### config.mk
export PLATFORM = sky130hd
export DESIGN_NAME = pong_game_ctrl
export DESIGN_NICKNAME = d
export VERILOG_FILES = /design/src/rtl/speedpong_pkg.sv /design/src/rtl/pong_frame_timer.sv /design/src/rtl/pong_game_ctrl.sv
export SDC_FILE = /design/constraint.sdc
export NUM_CORES = 1
export LEC_CHECK = 0
export ABC_AREA = 0
export CELL_PAD_IN_SITES_DETAIL_PLACEMENT = 1
export CELL_PAD_IN_SITES_GLOBAL_PLACEMENT = 1
export CORE_UTILIZATION = 40
export DETAILED_ROUTE_END_ITERATION = 10
export GPL_TIMING_DRIVEN = 0
export PLACE_DENSITY_LB_ADDON = 0.1
export SLEW_MARGIN = 10
export SYNTH_ARGS = -nofsm -noshare
export SYNTH_HDL_FRONTEND = slang
export SYNTH_SLANG_ARGS = --single-unit
### constraint.sdc
create_clock -name clk -period 5.3 [get_ports clk]
set_input_delay 1.06 -clock clk [delete_from_list [all_inputs] [get_ports clk]]
set_output_delay 1.06 -clock clk [all_outputs]
set_load 0.03 [all_outputs]
### src/rtl/speedpong_pkg.sv
// Shared SpeedPong types and widths: game state encoding, score/speed/coordinate
// widths and the speed ramp helper.
package speedpong_pkg;

    localparam int SCORE_W = 4;
    localparam int SPEED_W = 3;
    localparam int COORD_W = 10;

    typedef enum logic [2:0] {
        IDLE,
        SERVE,
        PLAY,
        POINT,
        OVER
    } game_state_t;

    function automatic logic [SPEED_W-1:0] speed_up(input logic [SPEED_W-1:0] cur,
                                                    input logic [SPEED_W-1:0] max_speed);
        return (cur >= max_speed) ? max_speed : cur + 1'b1;
    endfunction

endpackage

### src/rtl/pong_frame_timer.sv
// Frame-tick counter for the serve countdown and the post-point pause.
// load clears the count and latches the target; done fires on the final tick.
module pong_frame_timer #(
    parameter int CNT_W = 8
) (
    input  logic             clk,
    input  logic             reset,
    input  logic             load,
    input  logic [CNT_W-1:0] load_val,
    input  logic             en,
    input  logic             tick,
    output logic             done
);

    logic [CNT_W-1:0] count;
    logic [CNT_W-1:0] target;
    logic [CNT_W-1:0] count_nx;

    assign count_nx = count + 1'b1;

    // done is combinational so the controller moves on the edge that samples the Nth tick;
    // ticks during the load cycle are dropped.
    assign done = en && tick && !load && (count_nx == target);

    always_ff @(posedge clk) begin
        if (!reset) begin
            count  <= '0;
            target <= '0;
        end else if (load) begin
            count  <= '0;
            target <= load_val;
        end else if (en && tick && !done) begin
            count  <= count_nx;
        end
    end

endmodule

### src/rtl/pong_game_ctrl.sv
// SpeedPong game sequencer: frame-paced FSM gating paddles and ball, keeping score,
// ramping ball speed with rally length and declaring the winner.
module pong_game_ctrl
    import speedpong_pkg::*;
#(
    parameter int SERVE_FRAMES   = 60,
    parameter int POINT_FRAMES   = 90,
    parameter int HITS_PER_LEVEL = 4,
    parameter int MAX_SPEED      = 7,
    parameter int WIN_SCORE      = 7
) (
    input  logic               clk,
    input  logic               reset,
    input  logic               frame_tick,
    input  logic               start,
    input  logic               hit,
    input  logic               miss_l,
    input  logic               miss_r,
    output logic               paddle_en,
    output logic               ball_run,
    output logic               ball_reset,
    output logic               serve_dir,
    output logic [SPEED_W-1:0] speed,
    output logic [SCORE_W-1:0] score_l,
    output logic [SCORE_W-1:0] score_r,
    output logic               game_over,
    output logic               winner,
    output game_state_t        state
);

    localparam int FRAMES_MAX = (SERVE_FRAMES > POINT_FRAMES) ? SERVE_FRAMES : POINT_FRAMES;
    localparam int CNT_W      = $clog2(FRAMES_MAX + 1);
    localparam int HIT_W      = $clog2(HITS_PER_LEVEL + 1);

    localparam logic [CNT_W-1:0]   SERVE_CNT = CNT_W'(SERVE_FRAMES);
    localparam logic [CNT_W-1:0]   POINT_CNT = CNT_W'(POINT_FRAMES);
    localparam logic [HIT_W-1:0]   HIT_LAST  = HIT_W'(HITS_PER_LEVEL - 1);
    localparam logic [SPEED_W-1:0] SPEED_MAX = SPEED_W'(MAX_SPEED);
    localparam logic [SCORE_W-1:0] SCORE_WIN = SCORE_W'(WIN_SCORE);

    logic             start_q;
    logic             start_rise;
    logic [HIT_W-1:0] hit_cnt;
    logic             timer_load;
    logic [CNT_W-1:0] timer_val;
    logic             timer_en;
    logic             timer_done;
    logic [SCORE_W-1:0] score_l_inc;
    logic [SCORE_W-1:0] score_r_inc;

    assign start_rise  = start && !start_q;
    assign timer_en    = (state == SERVE) || (state == POINT);
    assign score_l_inc = score_l + 1'b1;
    assign score_r_inc = score_r + 1'b1;

    pong_frame_timer #(
        .CNT_W (CNT_W)
    ) u_timer (
        .clk      (clk),
        .reset    (reset),
        .load     (timer_load),
        .load_val (timer_val),
        .en       (timer_en),
        .tick     (frame_tick),
        .done     (timer_done)
    );

    always_ff @(posedge clk) begin
        if (!reset) begin
            state      <= IDLE;
            paddle_en  <= 1'b0;
            ball_run   <= 1'b0;
            ball_reset <= 1'b0;
            serve_dir  <= 1'b0;
            speed      <= SPEED_W'(1);
            score_l    <= '0;
            score_r    <= '0;
            game_over  <= 1'b0;
            winner     <= 1'b0;
            hit_cnt    <= '0;
            timer_load <= 1'b0;
            timer_val  <= '0;
            // Loaded high so a button held through reset is not seen as a press.
            start_q    <= 1'b1;
        end else begin
            start_q    <= start;
            ball_reset <= 1'b0;
            timer_load <= 1'b0;
            case (state)
                IDLE, OVER: begin
                    if (start_rise) begin
                        state      <= SERVE;
                        score_l    <= '0;
                        score_r    <= '0;
                        speed      <= SPEED_W'(1);
                        hit_cnt    <= '0;
                        game_over  <= 1'b0;
                        winner     <= 1'b0;
                        paddle_en  <= 1'b1;
                        ball_run   <= 1'b0;
                        ball_reset <= 1'b1;
                        timer_load <= 1'b1;
                        timer_val  <= SERVE_CNT;
                    end
                end
                SERVE: begin
                    if (timer_done) begin
                        state    <= PLAY;
                        ball_run <= 1'b1;
                    end
                end
                PLAY: begin
                    // miss_l outranks miss_r, and any miss outranks a hit.
                    if (miss_l) begin
                        score_r   <= score_r_inc;
                        serve_dir <= 1'b0;
                        paddle_en <= 1'b0;
                        ball_run  <= 1'b0;
                        if (score_r_inc == SCORE_WIN) begin
                            state     <= OVER;
                            game_over <= 1'b1;
                            winner    <= 1'b1;
                        end else begin
                            state      <= POINT;
                            timer_load <= 1'b1;
                            timer_val  <= POINT_CNT;
                        end
                    end else if (miss_r) begin
                        score_l   <= score_l_inc;
                        serve_dir <= 1'b1;
                        paddle_en <= 1'b0;
                        ball_run  <= 1'b0;
                        if (score_l_inc == SCORE_WIN) begin
                            state     <= OVER;
                            game_over <= 1'b1;
                            winner    <= 1'b0;
                        end else begin
                            state      <= POINT;
                            timer_load <= 1'b1;
                            timer_val  <= POINT_CNT;
                        end
                    end else if (hit) begin
                        if (hit_cnt == HIT_LAST) begin
                            hit_cnt <= '0;
                            speed   <= speed_up(speed, SPEED_MAX);
                        end else begin
                            hit_cnt <= hit_cnt + 1'b1;
                        end
                    end
                end
                POINT: begin
                    if (timer_done) begin
                        state      <= SERVE;
                        speed      <= SPEED_W'(1);
                        hit_cnt    <= '0;
                        paddle_en  <= 1'b1;
                        ball_reset <= 1'b1;
                        timer_load <= 1'b1;
                        timer_val  <= SERVE_CNT;
                    end
                end
                default: begin
                    state     <= IDLE;
                    paddle_en <= 1'b0;
                    ball_run  <= 1'b0;
                    game_over <= 1'b0;
                end
            endcase
        end
    end

endmodule

Word level (Yosys, flattened, before mapping)
Cells that the tools add are included.
{"block": "word_totals", "reg_bits": 46, "inputBits": 7, "elab_cells": 135, "output_inout_bits": 20}
{"block": "op_classes", "n_eq_ne": 22, "bitwise_logic": 4, "reduce_logical": 27, "magnitude_cmp": 1, "n_addsub": 5, "n_mux": 60}
{"op": "3-bit two-way mux", "n": 18}
{"op": "7-bit two-way mux", "n": 6}
{"op": "7-bit one-hot mux with 3 select lines", "n": 1}
{"op": "1-bit two-way mux", "n": 20}
{"op": "3-bit one-hot mux with 3 select lines", "n": 2}
{"op": "4-bit two-way mux", "n": 4}
{"op": "4-bit one-hot mux with 2 select lines", "n": 2}
{"op": "4-bit AND reduction", "n": 4}
{"op": "3-bit != test, second input constant", "n": 5}
{"op": "2-bit != test, second input constant", "n": 7}
{"op": "3-bit one-hot mux with 4 select lines", "n": 1}
{"op": "6-bit AND reduction", "n": 2}
{"op": "5-bit AND reduction", "n": 2}
{"op": "3-bit by 2-bit equality test with 1-bit output, second input constant", "n": 3}
{"op": "4-bit by 1-bit adder with 4-bit output, second input constant", "n": 2}
{"op": "4-bit by 3-bit equality test with 1-bit output, second input constant", "n": 2}
{"op": "1-bit one-hot mux with 4 select lines", "n": 2}
{"op": "7-bit by 1-bit adder with 7-bit output, second input constant", "n": 1}
{"op": "7-bit equality test", "n": 1}
{"op": "7-bit AND reduction", "n": 1}
{"op": "3-bit by 1-bit adder with 3-bit output, second input constant", "n": 2}
{"op": "1-bit one-hot mux with 3 select lines", "n": 2}
{"op": "2-bit OR reduction", "n": 3}
{"op": "1-bit logical AND", "n": 5}
{"op": "13 further kinds", "n": 21}

Depth between registers and ports, before layout
Gate-level depths: netlist of run 1.
{"block": "logic_depth", "word_depth": 7, "ltp_mapped": 9, "mapped_depth_nobuf": 9}

By module
Synthesis of run 1 repeated with hierarchy kept, for this count alone.
{"block": "unflattened", "cells_unflattened": 252, "area_unflattened_um2": 2274.7}
{"mod": "pong_game_ctrl", "instances": 1, "seq_area_each_um2": 560.5, "area_per_inst_um2": 1503.9, "cells_each": 168}
{"mod": "pong_frame_timer", "instances": 1, "seq_area_each_um2": 280.3, "area_per_inst_um2": 770.7, "cells_each": 84}

Worst setup path after synthesis of run 1
OpenSTA, ideal clock, no wires.
{"block": "synth_path", "kind": "register to register", "from": "reg u_timer.count[0]", "to": "reg u_timer.count[5]", "n_path_buf": 1, "stages_incl_launch_ff": 10, "t_arrival_ns": 2.359, "setup_time_ns": 0.115, "slack_ns": 2.826, "cell_sequence": "dfxtp_1 -> ha_1 -> nand2_1 -> o21a_1 -> or4_1 -> a221o_2 -> o211ai_2 -> buf_6 -> nor4_1 -> o21a_1"}
{"block": "synth_via", "elab_chain_len": 5}
{"item": "start, declared", "line": "pong_frame_timer.sv:15", "rtl": "logic [CNT_W-1:0] count;"}
{"item": "start signal, assigned", "line": "pong_frame_timer.sv:33", "rtl": "count <= count_nx;"}
{"item": "7-bit by 1-bit adder with 7-bit output (*)", "line": "pong_frame_timer.sv:19", "rtl": "assign count_nx = count + 1'b1;"}
{"item": "7-bit equality test", "line": "pong_frame_timer.sv:23", "rtl": "assign done = en && tick && !load && (count_nx == target);"}
{"item": "1-bit logical AND", "line": "pong_frame_timer.sv:23"}
{"item": "1-bit logical NOT", "line": "pong_frame_timer.sv:32", "rtl": "end else if (en && tick && !done) begin"}
{"item": "1-bit logical AND", "line": "pong_frame_timer.sv:32"}
Mark *: on every way between the ends. The rest lies on a longest branch, timed or not.
A chain may end at the register's enable or synchronous reset.

Final worst setup path of run 1
{"block": "layout_path", "from": "in start", "to": "reg score_l[2]"}
{"block": "layout_via", "elab_chain_len": 3}
{"item": "start, declared", "line": "pong_game_ctrl.sv:15", "rtl": "input logic start,"}
{"item": "1-bit logical AND", "line": "pong_game_ctrl.sv:51", "rtl": "assign start_rise = start && !start_q;"}
{"item": "2-bit != test (no line)"}
{"item": "4-bit AND reduction (no line)"}
{"item": "end signal, assigned", "line": "pong_game_ctrl.sv:129", "rtl": "score_l <= score_l_inc;"}
{"item": "end, declared", "line": "pong_game_ctrl.sv:24", "rtl": "output logic [SCORE_W-1:0] score_l,"}
Every way passes these cells.

==> impl_results.md, run 1 <==
- Pin count of the biggest net entering global routing: 12
- Max capacitance violation total: 0
- Post-synth top area share: 0.3581
- Overall routed net length: 5514 um
- Cell Count, Final, Fillers Out: 354
- Antenna violations before repair: 0
- Net count of the mapped netlist: 266
- Clock group share of total power: 0.346
- Total number of H-tree levels: 2
- Largest area contributor in the synthesized netlist: sky130_fd_sc_hd__dfxtp_1
- Final RePlAce weighted congestion: 0.7523
- Post-route standard cell area excluding fillers: 0.002554 mm^2
- Clock Tree Buf Depth: 2
- Area growth, synth to finish: 20.20%
- Fraction of layout cells with a size suffix above 1: 0.1021
- Number of cells in the design after placement: 346
- PnR worst setup slack: 2.201 ns
- Accumulated negative setup slack: 0 ns
- Number of DRC markers after the initial detailed-route iteration: 74
- DPL Wire Length: 3983 um
- Width of the die: 74.88 um
- Layout Skew: 0.002250 ns
- Worst-path cell chain: clkdlybuf4s50_1 > nand2b_1 > nor3_1 > o21ai_1 > or4_1 > a21boi_0
- Via count of the first global-routing pass: 1807
- Clock-pin slew of the registers on the worst-case setup and hold paths: 0.08 ns
- Element type at the critical path end: flip-flop
- Worst supply voltage drop on vdd: 119.4 uV
- Share of synthesized area occupied by flip-flops and latches: 0.3581
- Leak pwr: 0.9059 nW
- Combinational group share of total power: 0.159
- Vertical die dimension: 74.88 um
- Slew of the pin with the lowest slew margin: 0.7924 ns
- Setup violation total in the final timing report: 0
- Total area of multi-input combinational cells: 0.001280 mm^2
- Number of buffers created by CTS: 5
- CP arrival: 3.32 ns
- Rows: 26
- Routed wire length on met3: 178 um
- Area of all sequential standard cells: 760.7 um^2
- Hold/Removal Path Class: flip-flop to flip-flop
- PwrDens: 238.9 mW/mm^2
- Main flop type after synthesis: sky130_fd_sc_hd__dfxtp_1
- CP max stage delay: 0.64 ns
- Post-synthesis async set-or-reset flop share: 0
- Congestion Overflow GR: 0
- Switching power: 174.9 uW
- Unrepaired setup endpoints after global routing: false
- Total routing usage reported by global routing: 0.2134
- Fill cell count: 630
- Outcome: finished clean
- Resized cells post-CTS: 0
- DP Worst Slack: 1.964 ns
- Number of warnings reported in the yosys synthesis log: 0
- Cell family with most CP delay: simple AND/OR/NAND/NOR gates
- Crit Path Max Fanout: 8
- Post-placement cell area: 0.002462 mm^2
- Number of hold-repair buffers added at the cts stage: 0
- Number of synthesized flops with an enable pin: 0
- Number of max-slew violations in the final report: 0
- Number of iterations in the first detailed-routing pass: 4
- First-pass GRT wire length: 8901 um
- Core Area: 0.005107 mm^2
- Fraction of power spent switching nets: 0.2868
- Clock tree from TritonCTS: built
- Final critical path time including I/O delays and setup: 3.099 ns
- Crit path max-delay cell type: sky130_fd_sc_hd__nor3_1
- Port bufs: 25
- Avg WL per Cell: 15.58 um
- Syn Inst Count: 251
- Length of routed wiring on met1: 2780 um
- Vias: 1954
- Type of the worst setup path: input port to flip-flop
- Required time at the worst-slack endpoint: 5.52 ns
- Proportion of power drawn by flip-flops and latches: 0.495
- Die footprint: 0.005607 mm^2
- N_diodes: 0
- Final hold viol count: 0
- Unique masters post-synth: 56
- Via density: 5.520
- Post-route antenna net violation count: 0
- Worst setup SP type: input port
- Setup fix buffers added after clock tree synthesis: 0
- Max_slew headroom: 0.4676
- Buffer and inverter count on the worst path: 1
- Starting density of the core: 0.4160
- Post-synthesis average cell area: 8.464 um^2
- Number of remaining DRC errors: 0
- Yosys reg bits: 38
- Highest Signal Layer: met4
- P_int: 435.1 uW
- Clock root buffer: sky130_fd_sc_hd__clkbuf_8
- I/O pins: 27
- Fin nets: 298
- Largest cells by area after synthesis: sky130_fd_sc_hd__dfxtp_1 (36%), sky130_fd_sc_hd__ha_1 (4.7%), sky130_fd_sc_hd__o21ai_0 (4.2%)
- Synthesized cell area: 0.002125 mm^2
- Part of the cycle the worst path needs: 0.5847
- Clock latency reported for the late side of the worst-skew pair: 0.29 ns
- Clock tree sinks: 38
- F_max: 0.3227 GHz
- Sum of met2 wire segment lengths after detailed routing: 2482 um
[state kept, by name, summed over array words and instances (netlist names)]
signal	cells
u_timer.target	3
start_q	1
hit_cnt	3
score_r	4
timer_load	1
game_over	1
u_timer.count	7
score_l	4
ball_run	1
state	3
serve_dir	1
timer_val	3
ball_reset	1
winner	1
paddle_en	1
speed	3
[final timing paths]
kind / cells after the start / endpoint / start / slack, ns
setup / recovery: 6 / score_l[2]$_SDFFE_PN0P_ / start / 2.20
hold / removal: 2 / hit_cnt[2]$_SDFFE_PN0P_ / hit_cnt[2]$_SDFFE_PN0P_ / 0.43
setup reg to reg: 9 / u_timer.count[4]$_SDFFE_PP0P_ / u_timer.count[0]$_SDFFE_PP0P_ / 2.40
hold reg to reg: 2 / hit_cnt[2]$_SDFFE_PN0P_ / hit_cnt[2]$_SDFFE_PN0P_ / 0.43
[placed cells by master, fill, tap and decap left out, drive strengths merged, types with 5 or more instances in the layout]
cell type / netlist / routed
dfxtp: 38 / 38
clkdlybuf4s50: 0 / 25
o21ai: 21 / 21
nand2: 19 / 19
nor2: 16 / 16
clkbuf: 9 / 16
nor2b: 12 / 12
a21oi: 12 / 12
nor3: 11 / 11
nand3: 9 / 9
mux2i: 8 / 8
ha: 8 / 8
inv: 7 / 7
nand2b: 6 / 6
o21a: 6 / 6
o211ai: 5 / 5
and2: 5 / 5
[tightest hold or removal path: cells and delay by family (launching register included)]
kind / cells / cell delay, ns
flops: 1 / 0.31
simple gates: 1 / 0.05
compound gates: 1 / 0.04
[stage by stage]
stage            util  hold WS, ns  power [mW]
3_5_place_dp   0.4821       0.4270      0.4053
3_3_place_gp   0.4821       0.4221      0.4040
6_report       0.5000       0.4341      0.6101
5_1_grt        0.5000       0.4409      0.6400
4_1_cts        0.5000       0.4379      0.6183
2_1_floorplan       -       0.4089      0.3723
[cells in the mapped netlist, drive strengths merged, types with 2 or more instances]
cell type and instances:
o211ai 5, or2 3, nor2 16, or4 3
and2 5, a22oi 2, nor4 3, nand2b 6
a31o 3, nand4b 3, a31oi 4, o21a 6
or3 4, o31a 4, nor3 11, o22ai 2
inv 7, o21ai 21, buf 3, xor2 4
a21boi 3, a21oi 12, nor2b 12, ha 8
mux2i 8, clkbuf 9, nand3b 2, dfxtp 38
nand3 9, nand2 19
[cell families after synthesis]
kind of cell / after synthesis / share of synthesized area
fa+ha+maj: 8 / 0.04712
simple gates: 99 / 0.2538
xor+xnor: 5 / 0.02061
compound gates: 73 / 0.2379
buf+inv: 19 / 0.03946
mux: 9 / 0.04299
flops: 38 / 0.3581
[metal layers]
layer	global-route usage	vias up
li1	-	973
met4	0.06918	0
met2	0.3233	24
met1	0.2993	949
met5	0	-
met3	0.04953	8
[power groups by stage]
stage               Combinational (mW)  Clock (mW)  Sequential (mW)
global route                     0.108       0.229            0.303
global placement                0.0956           0            0.308
floorplan                       0.0572           0            0.315
detailed placement              0.0967           0            0.309
CTS                             0.0976       0.219            0.302
finish                          0.0972       0.211            0.302
[layout make-up]
class	count	area share
flip-flops and latches	38	0.2979
plain buffers	12	0.02254
multi-input cells	194	0.5012
clock buffers	7	0.03381
inverters	7	0.01029
repair buffers	25	0.09799
well taps	70	0.03430
clock inverters	1	0.001960
Note: power is estimated with default switching activity, not from simulation.
==> inputs of run 2 (changes only) <==
CORE_UTILIZATION = 37   (was 40)
clock period = 2.6 ns   (was 5.3 ns; I/O delays follow)
==> impl_results.md, run 2 (synthesis gave the netlist of run 1 again) <==
- Clock Tree Buf Depth: 2
- CP max stage delay: 0.45 ns
- Via density: 5.541
- Max capacitance violation total: 0
- Clock root buffer: sky130_fd_sc_hd__clkbuf_8
- Reg2reg start: u_timer.count[0]$_SDFFE_PP0P_
- Clock tree from TritonCTS: built
- Via count of the first global-routing pass: 1930
- Vertical die dimension: 77.78 um
- Required time at the worst-slack endpoint: 2.79 ns
- I/O pins: 27
- Clock-pin slew of the registers on the worst-case setup and hold paths: 0.08 ns
- Outcome: finished clean
- Port bufs: 25
- PwrDens: 467.9 mW/mm^2
- Worst-path cell chain: ha_4 > nand2_2 > o21a_1 > or4_1 > a221o_2 > o211ai_2 > buf_6 > nor4_1 > o21a_1
- Number of iterations in the first detailed-routing pass: 4
- Number of buffers created by CTS: 5
- Clock tree sinks: 38
- Number of cells in the design after placement: 348
- F_max: 0.4049 GHz
- Most common cell after layout, fill and taps aside: sky130_fd_sc_hd__dfxtp_1
- GR Layer Usage met1: 0.2705
- Die footprint: 0.006049 mm^2
- R2r setup slk: 0.13 ns
- First-pass GRT wire length: 9618 um
- Max_slew headroom: 0.6119
- Fin nets: 300
- Avg WL per Cell: 15.75 um
- Worst hold endpoint: hit_cnt[2]$_SDFFE_PN0P_
- Part of the cycle the worst path needs: 0.9500
- Largest registers: u_timer.count x7, score_l x4, score_r x4
- Setup violation total in the final timing report: 0
- Antenna violations before repair: 0
- Congestion Overflow GR: 0
- Number of max-slew violations in the final report: 0
- Cell type with the highest occurrence count on the critical path: sky130_fd_sc_hd__o21a_1
- Worst supply voltage drop on vdd: 210.9 uV
- Leak pwr: 0.9154 nW
- DPL Wire Length: 4056 um
- Clock latency reported for the late side of the worst-skew pair: 0.29 ns
- Most frequent cells in the layout: sky130_fd_sc_hd__dfxtp_1 (35), sky130_fd_sc_hd__clkdlybuf4s50_1 (25), sky130_fd_sc_hd__nand2_1 (18), sky130_fd_sc_hd__o21ai_0 (18), sky130_fd_sc_hd__nor2_1 (16)
- Vias: 1978
- Starting density of the core: 0.3858
- Final RePlAce weighted congestion: 0.7537
- Final hold viol count: 0
- Type of the worst setup path: flip-flop to flip-flop
- Worst setup SP type: flip-flop
- Register bank with the most flops: u_timer.count
- Worst Hold Margin: 0.4437 ns
- Number of remaining DRC errors: 0
- Post-route antenna net violation count: 0
- Width of the die: 77.78 um
- Rows: 27
- Area growth, synth to finish: 22.26%
- Hold/Removal Path Class: flip-flop to flip-flop
- Fill cell count: 668
- Met2 GRT Util: 0.3221
- Crit Path Max Fanout: 10
- Met3 track demand over resource: 0.03882
- Number of DRC markers after the initial detailed-route iteration: 72
- Core Area: 0.005507 mm^2
- Layout Skew: 0.006293 ns
- Slew of the pin with the lowest slew margin: 0.5761 ns
- N_diodes: 0
- Destination of the worst register-to-register timing path: u_timer.count[5]$_SDFFE_PP0P_
- Element type at the critical path end: flip-flop
- Worst R2R Path Depth: 9
- CP arrival: 2.66 ns
- Final critical path time including I/O delays and setup: 2.470 ns
- Peak-usage layer in the global routing report: met2
- Number of flip-flops in the largest register: 7
- Crit path max-delay cell type: sky130_fd_sc_hd__a221o_2
- Number of hold-repair buffers added at the cts stage: 0
- Cell Count, Final, Fillers Out: 357
- Pin count of the biggest net entering global routing: 12
- Hold path depth: 2
- Total routing usage reported by global routing: 0.2020
- Total number of H-tree levels: 2
- Unrepaired setup endpoints after global routing: false
- Overall routed net length: 5624 um
- Fraction of layout cells with a size suffix above 1: 0.1298
- Start point of the worst min-delay path: hit_cnt[2]$_SDFFE_PN0P_
[run 2: cell type report]
| type | count | area (um^2) | area share |
|---|---|---|---|
| buffer | 12 | 60.06 | 0.02312 |
| inverter | 7 | 26.28 | 0.01012 |
| sequential | 38 | 769.5 | 0.2962 |
| tap | 72 | 90.09 | 0.03468 |
| clock inverter | 2 | 10.01 | 0.003854 |
| clock buffer | 5 | 68.82 | 0.02649 |
| multi-input combinational | 194 | 1308 | 0.5034 |
| timing repair buffer | 27 | 265.3 | 0.1021 |
[run 2: power breakdown]
part | total [mW] | switching [mW] | internal [mW]
combinational | 0.207 | 0.127 | 0.0793
sequential | 0.615 | 0.0178 | 0.597
clock | 0.394 | 0.213 | 0.180
total | 1.22 | 0.358 | 0.857
[run 2: timing repair]
item,CTS,global route
setup buffers,0,2
endpoints found under the setup margin,21,16
gates resized for setup,4,7
pin swaps,0,1
[run 2: worst max-delay path, delay by kind of cell, from the launching register on]
family / cells / cell delay [ns]
AO/OA/AOI/OAI: 4 / 1.01
buffers and inverters: 1 / 0.17
flip-flops: 1 / 0.41
adder cells (fa/ha/maj): 1 / 0.20
AND/OR/NAND/NOR: 3 / 0.56
[run 2: how the worst max path moves through the flow]
stage | start | to | slack, ns
2_1_floorplan | u_timer.count[0]$_SDFFE_PP0P_ | u_timer.count[5]$_SDFFE_PP0P_ | 0.13
3_3_place_gp | u_timer.count[0]$_SDFFE_PP0P_ | u_timer.count[6]$_SDFFE_PP0P_ | -0.19
3_5_place_dp | u_timer.count[0]$_SDFFE_PP0P_ | u_timer.count[6]$_SDFFE_PP0P_ | -0.23
4_1_cts | start | score_l[2]$_SDFFE_PN0P_ | 0.03
5_1_grt | u_timer.count[3]$_SDFFE_PP0P_ | u_timer.count[5]$_SDFFE_PP0P_ | 0.001
6_report | u_timer.count[0]$_SDFFE_PP0P_ | u_timer.count[5]$_SDFFE_PP0P_ | 0.13
[run 2: metal layers]
metal / vias to the layer above / part of all wire
li1: 978 / -
met1: 970 / 0.48
met2: 22 / 0.47
met3: 8 / 0.030
met4: 0 / 0.014
met5: - / 0
[run 2: metrics by stage]
stage          setup slack (ns)  TNS, ns  power [mW]  instance area [um^2]  utilization
6_report                 0.1301        0       1.215                  2597       0.4717
5_1_grt                0.001322        0       1.278                  2597       0.4717
4_1_cts                 0.03298        0       1.230                  2559       0.4647
3_5_place_dp            -0.2324   -2.961      0.8296                  2465       0.4476
3_3_place_gp            -0.1897   -2.143      0.8263                  2465       0.4476
2_1_floorplan            0.1264        0      0.7590                  2125            -
==> inputs of run 3 (changes only) <==
CORE_UTILIZATION = 35   (was 37)
==> impl_results.md, run 3 (synthesis gave the netlist of run 1 again) <==
- Unrepaired setup endpoints after global routing: false
- Crit path max-delay cell type: sky130_fd_sc_hd__or4_1
- Number of hold-repair buffers added at the cts stage: 0
- Fraction of layout cells with a size suffix above 1: 0.1197
- PwrDens: 504.8 mW/mm^2
- Port bufs: 25
- Die footprint: 0.006386 mm^2
- Number of cells in the design after placement: 351
- Via count of the first global-routing pass: 1776
- Setup violation total in the final timing report: 0
- N_diodes: 0
- Fin nets: 298
- Via density: 5.309
- Max_slew headroom: 0.6257
- DPL Wire Length: 4002 um
- Total number of H-tree levels: 2
- Post-route antenna net violation count: 0
- Cell type with the highest occurrence count on the critical path: sky130_fd_sc_hd__o21a_1
- Worst R2R Path Depth: 8
- Number of DRC markers after the initial detailed-route iteration: 53
- Part of the cycle the worst path needs: 0.9531
- Type of the worst setup path: flip-flop to flip-flop
- Final hold viol count: 0
- F_max: 0.4036 GHz
- Max capacitance violation total: 0
- Starting density of the core: 0.3610
- Overall routed net length: 5398 um
- Leak pwr: 0.9125 nW
- Core Area: 0.005886 mm^2
- Worst setup SP type: flip-flop
- Slew of the pin with the lowest slew margin: 0.5603 ns
- Clock latency reported for the late side of the worst-skew pair: 0.29 ns
- Cell Count, Final, Fillers Out: 359
- Area of all sequential standard cells: 768.2 um^2
- Avg WL per Cell: 15.04 um
- Number of buffers created by CTS: 5
- Element type at the critical path end: flip-flop
- Rows: 28
- I/O pins: 27
- CP arrival: 2.66 ns
- Largest registers: u_timer.count x7, score_l x4, score_r x4
- Final critical path time including I/O delays and setup: 2.478 ns
- Crit Path Max Fanout: 10
- Pin count of the biggest net entering global routing: 13
- Layout Skew: 0.004297 ns
- Clock Tree Buf Depth: 2
- Register bank with the most flops: u_timer.count
- Required time at the worst-slack endpoint: 2.79 ns
- Total routing usage reported by global routing: 0.1806
- Width of the die: 79.91 um
- Clock tree from TritonCTS: built
- Antenna violations before repair: 0
- Clock tree sinks: 38
- Vertical die dimension: 79.91 um
- Layout Utilization: 0.4441
- Vias: 1906
- Number of iterations in the first detailed-routing pass: 4
- First-pass GRT wire length: 8956 um
- Most frequent cells in the layout: sky130_fd_sc_hd__dfxtp_1 (36), sky130_fd_sc_hd__clkdlybuf4s50_1 (25), sky130_fd_sc_hd__nand2_1 (18), sky130_fd_sc_hd__o21ai_0 (18), sky130_fd_sc_hd__nor2_1 (16)
- Area growth, synth to finish: 23.03%
- Clock-pin slew of the registers on the worst-case setup and hold paths: 0.08 ns
- Hold/Removal Path Class: flip-flop to flip-flop
- Most common cell after layout, fill and taps aside: sky130_fd_sc_hd__dfxtp_1
- Total area of multi-input combinational cells: 0.001308 mm^2
- CP max stage delay: 0.51 ns
- Number of remaining DRC errors: 0
- Outcome: finished clean
- Worst supply voltage drop on vdd: 209.3 uV
- Clock root buffer: sky130_fd_sc_hd__clkbuf_8
- Number of max-slew violations in the final report: 0
- Worst-path cell chain: nand2_1 > o21a_1 > or4_1 > a221o_2 > o211ai_2 > buf_6 > nor4_1 > o21a_1
- Fill cell count: 721
- Congestion Overflow GR: 0
- Hold path depth: 2
- Final RePlAce weighted congestion: 0.7670
- Number of flip-flops in the largest register: 7
[run 3: repair_timing]
item                       in CTS  in global routing
setup endpoints to repair      19                 17
pin swaps                       0                  1
resized for setup               4                  5
cloned                          0                  0
buffers inserted                0                  0
[run 3: layer usage]
layer,track usage,wire [um],vias up
li1,-,-,982
met1,0.2548,2788,898
met2,0.2821,2411,22
met3,0.04000,168,4
met4,0.03214,29,0
met5,0,0,-
[run 3: layout make-up]
class | instances | area share
buffer | 12 | 0.02202
tap | 75 | 0.03590
inverter | 7 | 0.01005
timing repair buffer | 25 | 0.09574
sequential | 38 | 0.2939
clock buffer | 6 | 0.02776
clock inverter | 2 | 0.01436
multi-input combinational | 194 | 0.5002
[run 3: critical path: cells and delay by family, from the launching register on]
kind            cells  cell delay [ns]
compound gates      4             1.04
simple gates        3             0.71
flops               1             0.47
buf+inv             1             0.17
[run 3: path summary, 6_finish.rpt]
path / start / endpoint / slack, ns
max reg2reg: u_timer.count[4]$_SDFFE_PP0P_ / u_timer.count[5]$_SDFFE_PP0P_ / 0.12
max: u_timer.count[4]$_SDFFE_PP0P_ / u_timer.count[5]$_SDFFE_PP0P_ / 0.12
min reg2reg: hit_cnt[2]$_SDFFE_PN0P_ / hit_cnt[2]$_SDFFE_PN0P_ / 0.45
min: hit_cnt[2]$_SDFFE_PN0P_ / hit_cnt[2]$_SDFFE_PN0P_ / 0.45
[run 3: through the flow]
stage	setup TNS (ns)	total power, mW	setup WS [ns]	area [um^2]	hold slack, ns
2_1_floorplan	0	0.7590	0.1264	2125	0.4089
3_3_place_gp	-2.224	0.8271	-0.1937	2469	0.4244
3_5_place_dp	-2.898	0.8288	-0.2340	2469	0.4349
4_1_cts	0	1.343	0.03106	2594	0.4494
5_1_grt	0	1.384	0.001309	2614	0.4730
6_report	0	1.319	0.1220	2614	0.4519
[run 3: power by group]
part           total, mW  internal [mW]  switching [mW]
registers          0.616          0.597          0.0189
clock network      0.504          0.286           0.217
logic              0.199         0.0759           0.124
total               1.32          0.960           0.360
